File: src/rtl/riscv32ima_wback.sv
`default_nettype none
// ============================================================================
//  Module   : riscv32ima_wback
//  Purpose  : Writeback/retire stage behind riscv32ima_lsu. Commits LSU
//             results into the 32x32 integer register file, serves two
//             combinational read ports (with same-cycle write-through
//             bypass), drives the registered forwarding bus back to the LSU,
//             keeps 64-bit cycle/instret counters and a debug halt handshake.
//  Ports    : clk, nrst (sync, active-low)
//             lsu_valid/lsu_ready/lsu_opcode/lsu_reg_addr/lsu_data : result in
//             rs1_addr/rs1_data, rs2_addr/rs2_data : decode read ports
//             wback_reg_wen/addr/data : registered forwarding bus
//             halt_req/halted : debug halt handshake
//             cycle_cnt/instret_cnt : performance counters
//  Revision : 1.0 - initial release
// ============================================================================
module riscv32ima_wback #(
  parameter int REG_ADDR_WIDTH = 5,
  parameter int REG_DATA_WIDTH = 32,
  parameter int OPCODE_WIDTH   = 7,
  parameter int CNT_WIDTH      = 64
) (
  input  logic                      clk,
  input  logic                      nrst,
  input  logic                      lsu_valid,
  output logic                      lsu_ready,
  input  logic [OPCODE_WIDTH-1:0]   lsu_opcode,
  input  logic [REG_ADDR_WIDTH-1:0] lsu_reg_addr,
  input  logic [REG_DATA_WIDTH-1:0] lsu_data,
  input  logic [REG_ADDR_WIDTH-1:0] rs1_addr,
  output logic [REG_DATA_WIDTH-1:0] rs1_data,
  input  logic [REG_ADDR_WIDTH-1:0] rs2_addr,
  output logic [REG_DATA_WIDTH-1:0] rs2_data,
  output logic                      wback_reg_wen,
  output logic [REG_ADDR_WIDTH-1:0] wback_reg_addr,
  output logic [REG_DATA_WIDTH-1:0] wback_reg_data,
  input  logic                      halt_req,
  output logic                      halted,
  output logic [CNT_WIDTH-1:0]      cycle_cnt,
  output logic [CNT_WIDTH-1:0]      instret_cnt
);

  localparam int NUM_REGS = 1 << REG_ADDR_WIDTH;

  // Opcodes whose result is committed to rd.
  localparam logic [OPCODE_WIDTH-1:0] c_OPC_LOAD   = 7'b0000011;
  localparam logic [OPCODE_WIDTH-1:0] c_OPC_OP_IMM = 7'b0010011;
  localparam logic [OPCODE_WIDTH-1:0] c_OPC_AUIPC  = 7'b0010111;
  localparam logic [OPCODE_WIDTH-1:0] c_OPC_OP     = 7'b0110011;
  localparam logic [OPCODE_WIDTH-1:0] c_OPC_LUI    = 7'b0110111;
  localparam logic [OPCODE_WIDTH-1:0] c_OPC_AMO    = 7'b0101111;
  localparam logic [OPCODE_WIDTH-1:0] c_OPC_JALR   = 7'b1100111;
  localparam logic [OPCODE_WIDTH-1:0] c_OPC_JAL    = 7'b1101111;
  localparam logic [OPCODE_WIDTH-1:0] c_OPC_SYSTEM = 7'b1110011;

  typedef enum logic [0:0] {
    ST_RUN  = 1'b0,
    ST_HALT = 1'b1
  } state_t;

  state_t                    r_state;
  state_t                    w_state_next;
  logic                      w_accept;
  logic                      w_writes_rd;
  logic                      w_do_write;
  logic [REG_DATA_WIDTH-1:0] r_regs [NUM_REGS];

  // --------------------------------------------------------------------------
  // Halt state machine. lsu_ready is a pure function of state so the LSU can
  // never see a combinational path from its own valid back to ready.
  // --------------------------------------------------------------------------
  always_ff @(posedge clk) begin
    if (!nrst) begin
      r_state <= ST_RUN;
    end else begin
      r_state <= w_state_next;
    end
  end

  always_comb begin
    w_state_next = r_state;
    lsu_ready    = 1'b0;
    halted       = 1'b0;
    case (r_state)
      ST_RUN: begin
        lsu_ready = 1'b1;
        if (halt_req) w_state_next = ST_HALT;
      end
      ST_HALT: begin
        halted = 1'b1;
        if (!halt_req) w_state_next = ST_RUN;
      end
      default: w_state_next = ST_RUN;
    endcase
  end

  // --------------------------------------------------------------------------
  // Accept / commit decode
  // --------------------------------------------------------------------------
  always_comb begin
    w_writes_rd = 1'b0;
    case (lsu_opcode)
      c_OPC_LOAD, c_OPC_OP_IMM, c_OPC_AUIPC, c_OPC_OP, c_OPC_LUI,
      c_OPC_AMO, c_OPC_JALR, c_OPC_JAL, c_OPC_SYSTEM: w_writes_rd = 1'b1;
      default:                                        w_writes_rd = 1'b0;
    endcase
  end

  assign w_accept   = lsu_valid & lsu_ready;
  assign w_do_write = w_accept & w_writes_rd & (lsu_reg_addr != '0);

  // --------------------------------------------------------------------------
  // Register file. Entry 0 is reset and never written, so it stays zero; the
  // read ports still force zero explicitly for x0.
  // --------------------------------------------------------------------------
  always_ff @(posedge clk) begin
    if (!nrst) begin
      for (int i = 0; i < NUM_REGS; i++) begin
        r_regs[i] <= '0;
      end
    end else if (w_do_write) begin
      r_regs[lsu_reg_addr] <= lsu_data;
    end
  end

  // Read ports with write-through bypass so decode sees a result in the same
  // cycle it retires.
  always_comb begin
    rs1_data = r_regs[rs1_addr];
    if (rs1_addr == '0) begin
      rs1_data = '0;
    end else if (w_do_write && (lsu_reg_addr == rs1_addr)) begin
      rs1_data = lsu_data;
    end
  end

  always_comb begin
    rs2_data = r_regs[rs2_addr];
    if (rs2_addr == '0) begin
      rs2_data = '0;
    end else if (w_do_write && (lsu_reg_addr == rs2_addr)) begin
      rs2_data = lsu_data;
    end
  end

  // --------------------------------------------------------------------------
  // Forwarding bus: wen pulses for one cycle per write; addr/data capture
  // every accept (including non-writing ones) and otherwise hold.
  // --------------------------------------------------------------------------
  always_ff @(posedge clk) begin
    if (!nrst) begin
      wback_reg_wen  <= 1'b0;
      wback_reg_addr <= '0;
      wback_reg_data <= '0;
    end else begin
      wback_reg_wen <= w_do_write;
      if (w_accept) begin
        wback_reg_addr <= lsu_reg_addr;
        wback_reg_data <= lsu_data;
      end
    end
  end

  // --------------------------------------------------------------------------
  // Counters, free-running and wrapping.
  // --------------------------------------------------------------------------
  always_ff @(posedge clk) begin
    if (!nrst) begin
      cycle_cnt   <= '0;
      instret_cnt <= '0;
    end else begin
      cycle_cnt <= cycle_cnt + 1'b1;
      if (w_accept) begin
        instret_cnt <= instret_cnt + 1'b1;
      end
    end
  end

endmodule
`default_nettype wire

File: config.mk
export PLATFORM = sky130hd
export DESIGN_NAME = riscv32ima_wback
export DESIGN_NICKNAME = d
export VERILOG_FILES = /design/src/rtl/riscv32ima_wback.sv
export SDC_FILE = /design/constraint.sdc
export NUM_CORES = 2
export LEC_CHECK = 0
export CORE_ASPECT_RATIO = 2
export CORE_UTILIZATION = 30
export DETAILED_ROUTE_END_ITERATION = 12
export PLACE_DENSITY_LB_ADDON = 0.2
export SLEW_MARGIN = 20
export SYNTH_ARGS = -nofsm -noshare
export SYNTH_HDL_FRONTEND = slang
export SYNTH_SLANG_ARGS = --single-unit
File: constraint.sdc
create_clock -name clk -period 12.4 [get_ports clk]
set_input_delay 3.72 -clock clk [delete_from_list [all_inputs] [get_ports clk]]
set_output_delay 3.72 -clock clk [all_outputs]
set_load 0.02 [all_outputs]
==> reports/results.ini <==
[placed_design]
globalplace.congestion = 0.814
port_buffers = 289
dp_hpwl_um = 151000

[flow_run]
max_cap_violations = 0

[global_route]
grt_first_pass_wirelength_um = 363000
antenna_found_initial = 6
grt_use_total_pct = 24.8
grt_pass1_vias = 47400
overflow = 0
grt_max_degree = 145

[synth]
seq_area_frac_synth_pct = 55.6
synth.area.top_cells = edfxtp_1, mux4_2, nor3_1
syn_area_um2 = 61300
synth.largest_area_cell = edfxtp_1
ys_warn_count = 0
synth_cell_types = 65
ys_seq_elements = 1191
synth.avg_cell_area_um2 = 12.7
yosysTopAreaCellShare_pct = 50.1
ys_async_sr_fraction_pct = 0
synth_cells = 4831
synth-edff-count = 1024
synth_flop_cell = edfxtp_1

[timing]
tightest_slew_ns = 1.17
final.setup.tns_ns = 0
period_share_pct = 93.7
hold_viol_final = 0
rsz0062_at_grt = false
period_needed_ns = 11.62
max_slew_margin_pct = 22.2
final-setup-viol-count = 0
worst_clock_skew_ns = 0.0185
fmax_mhz = 86.1
report.final.slew_viol_count = 0
holdWs_ns = 0.454

[pwr]
leakage_nw = 22.7
ir_drop_mv = 0.104
power_per_cell_area_nw_per_um2 = 130

[clock_network]
cts_tree = yes
path_clk_slew_ns = 0.06
cts_setup_buffers = 0
cts_inserted_buffers = 109
post_cts_resized = 0
cts_hold_buf = 0
cts_sinks = 1191
htree_num_levels = 3
root_buffer = clkbuf_16
insertion_delay_ns = 0.75
cts_buffer_depth = 3

[worst_setup_path]
cp_data_arrival_time_ns = 7.90
cp_data_required_time_ns = 8.68
cp-start-kind = primary input
startpoint = rs1_addr[2]
rrSetupSlack_ns = 8.15
crit_path_end = rs1_data[20]
crit_type = primary input to output pin
cp-end-kind = output pin
reg2reg_to = r_regs[25][0]
path_max_fanout = 33
rr_worst_depth = 7
r2r-start = r_state

[cells_and_area]
fin_nets = 4913
syn_to_final_growth_pct = 16.2
drive_above_1_share_pct = 18.0

[detailed_routing]
drc = 0
viasPerCell = 6.01
wirelength_um = 260000
vias = 46000
antenna_left = 0
dr.pass1.iters = 6
drt_iter0_drc = 4545
wl_per_cell_um = 33.9

[floorplanning]
die-area_um2 = 206000
rows = 234
die_w_um = 322
boundaryPins = 290
die_h_um = 641
core_area_um2 = 203000
start_util_pct = 30.2

[status]
status = complete, no violations

[worst_hold_path]
hp-class = flop to flop

-- cell type report --
class	count	area [um^2]
diodes	5	12.5
clock buffers	130	2860
clock inverters	70	779
fillers	20000	132000
inverters	57	221
multi-input cells	3020	25300
flip-flops and latches	1191	34100
well taps	2714	3400
repair buffers	474	4600
-- cell usage after synthesis (70+ instances only) --
library cell / number
dfxtp_1: 167
edfxtp_1: 1024
nand2_1: 132
nor2_1: 147
clkbuf_1: 490
nor3_1: 1069
mux4_2: 394
o22ai_1: 93
buf_2: 70
o21ai_0: 88
mux2i_1: 177
a21oi_1: 147
-- state kept, by name, summed over array words and instances, names as in the netlist --
register        flops
wback_reg_wen       1
cycle_cnt          64
r_state             1
instret_cnt        64
r_regs           1024
wback_reg_addr      5
wback_reg_data     32
-- cells in the final DEF, fill, tap and decap left out, drive strengths merged, types with 28 or more instances in the layout --
| cell | Yosys | layout |
|---|---|---|
| nor3 | 1071 | 1071 |
| edfxtp | 1024 | 1024 |
| mux4 | 394 | 394 |
| clkdlybuf4s50 | 0 | 281 |
| buf | 104 | 193 |
| mux2i | 177 | 177 |
| dfxtp | 167 | 167 |
| nor2 | 147 | 147 |
| a21oi | 147 | 147 |
| nand2 | 132 | 132 |
| clkbuf | 490 | 130 |
| o22ai | 93 | 93 |
| o21ai | 88 | 88 |
| o31ai | 64 | 64 |
| a211oi | 64 | 64 |
| mux2 | 60 | 60 |
| a221oi | 58 | 58 |
| inv | 57 | 58 |
| nand3 | 49 | 49 |
| clkinv | 0 | 48 |
| nand4 | 45 | 45 |
| xor2 | 36 | 36 |
| or4 | 36 | 36 |
| or3 | 34 | 34 |
| o221ai | 32 | 32 |
| conb | 1 | 32 |
| xnor2 | 30 | 30 |
| a221o | 30 | 30 |
| o22a | 28 | 28 |
-- worst min-delay path by stage --
stage	from	to	slack [ns]	cells after the start
floorplan	cycle_cnt[0]	cycle_cnt[0]	0.52	1
global placement	wback_reg_data[12]	wback_reg_data[12]	0.44	2
detailed placement	wback_reg_data[18]	wback_reg_data[18]	0.45	2
CTS	wback_reg_data[12]	wback_reg_data[12]	0.46	2
global route	wback_reg_data[17]	wback_reg_data[17]	0.48	2
finish	wback_reg_data[18]	wback_reg_data[18]	0.45	2
-- report_power, final --
group	leakage [nW]	switching [mW]	internal, mW	total [mW]
registers	12.3	0.0520	4.44	4.49
clock network	1.77	1.67	1.94	3.62
logic	8.60	0.758	0.382	1.14
total	22.7	2.48	6.76	9.24
-- critical path: stages --
cell and delay, ns:
clkdlybuf4s50_1 0.97, nand2b_4 0.62, buf_12 0.38, o22ai_1 0.15, nor3_1 0.37, a211oi_1 0.10, a211oi_1 0.65, buf_4 0.27
clkdlybuf4s50_1 0.61
-- layer usage --
metal | part of all wire, % | GRT usage (%) | vias to the layer above
met3 | 7.0 | 4.26 | 585
met4 | 5.3 | 12.1 | 2
li1 | - | - | 19200
met5 | 0.0050 | 0 | -
met1 | 36 | 28.2 | 24100
met2 | 52 | 44.7 | 2169
-- through the flow --
step	area [um^2]	total power [mW]	utilization [%]	setup WS, ns	instances
finish	71200	9.24	35.1	0.781	7661
detailed placement	67600	5.72	33.3	0.819	7456
global placement	67600	5.71	33.3	0.856	7456
floorplan	61400	5.18	-	2.93	4862
CTS	71200	9.30	35.1	0.823	7656
global route	71200	9.46	35.1	0.663	7657
-- cell families (layout without fill, tap and decap cells) --
| kind of cell | count (synthesis) | count (layout) | share of synthesized area, % |
|---|---|---|---|
| simple gates | 1605 | 1605 | 13.2 |
| mux | 631 | 631 | 18.5 |
| xor+xnor | 66 | 66 | 0.943 |
| compound gates | 684 | 684 | 7.61 |
| flops | 1191 | 1191 | 55.6 |
| buf+inv | 651 | 731 | 4.18 |
| other cells | 1 | 37 | 0.00612 |
| fa+ha+maj | 2 | 2 | 0.0408 |
Power figures use the tool's default switching activity.
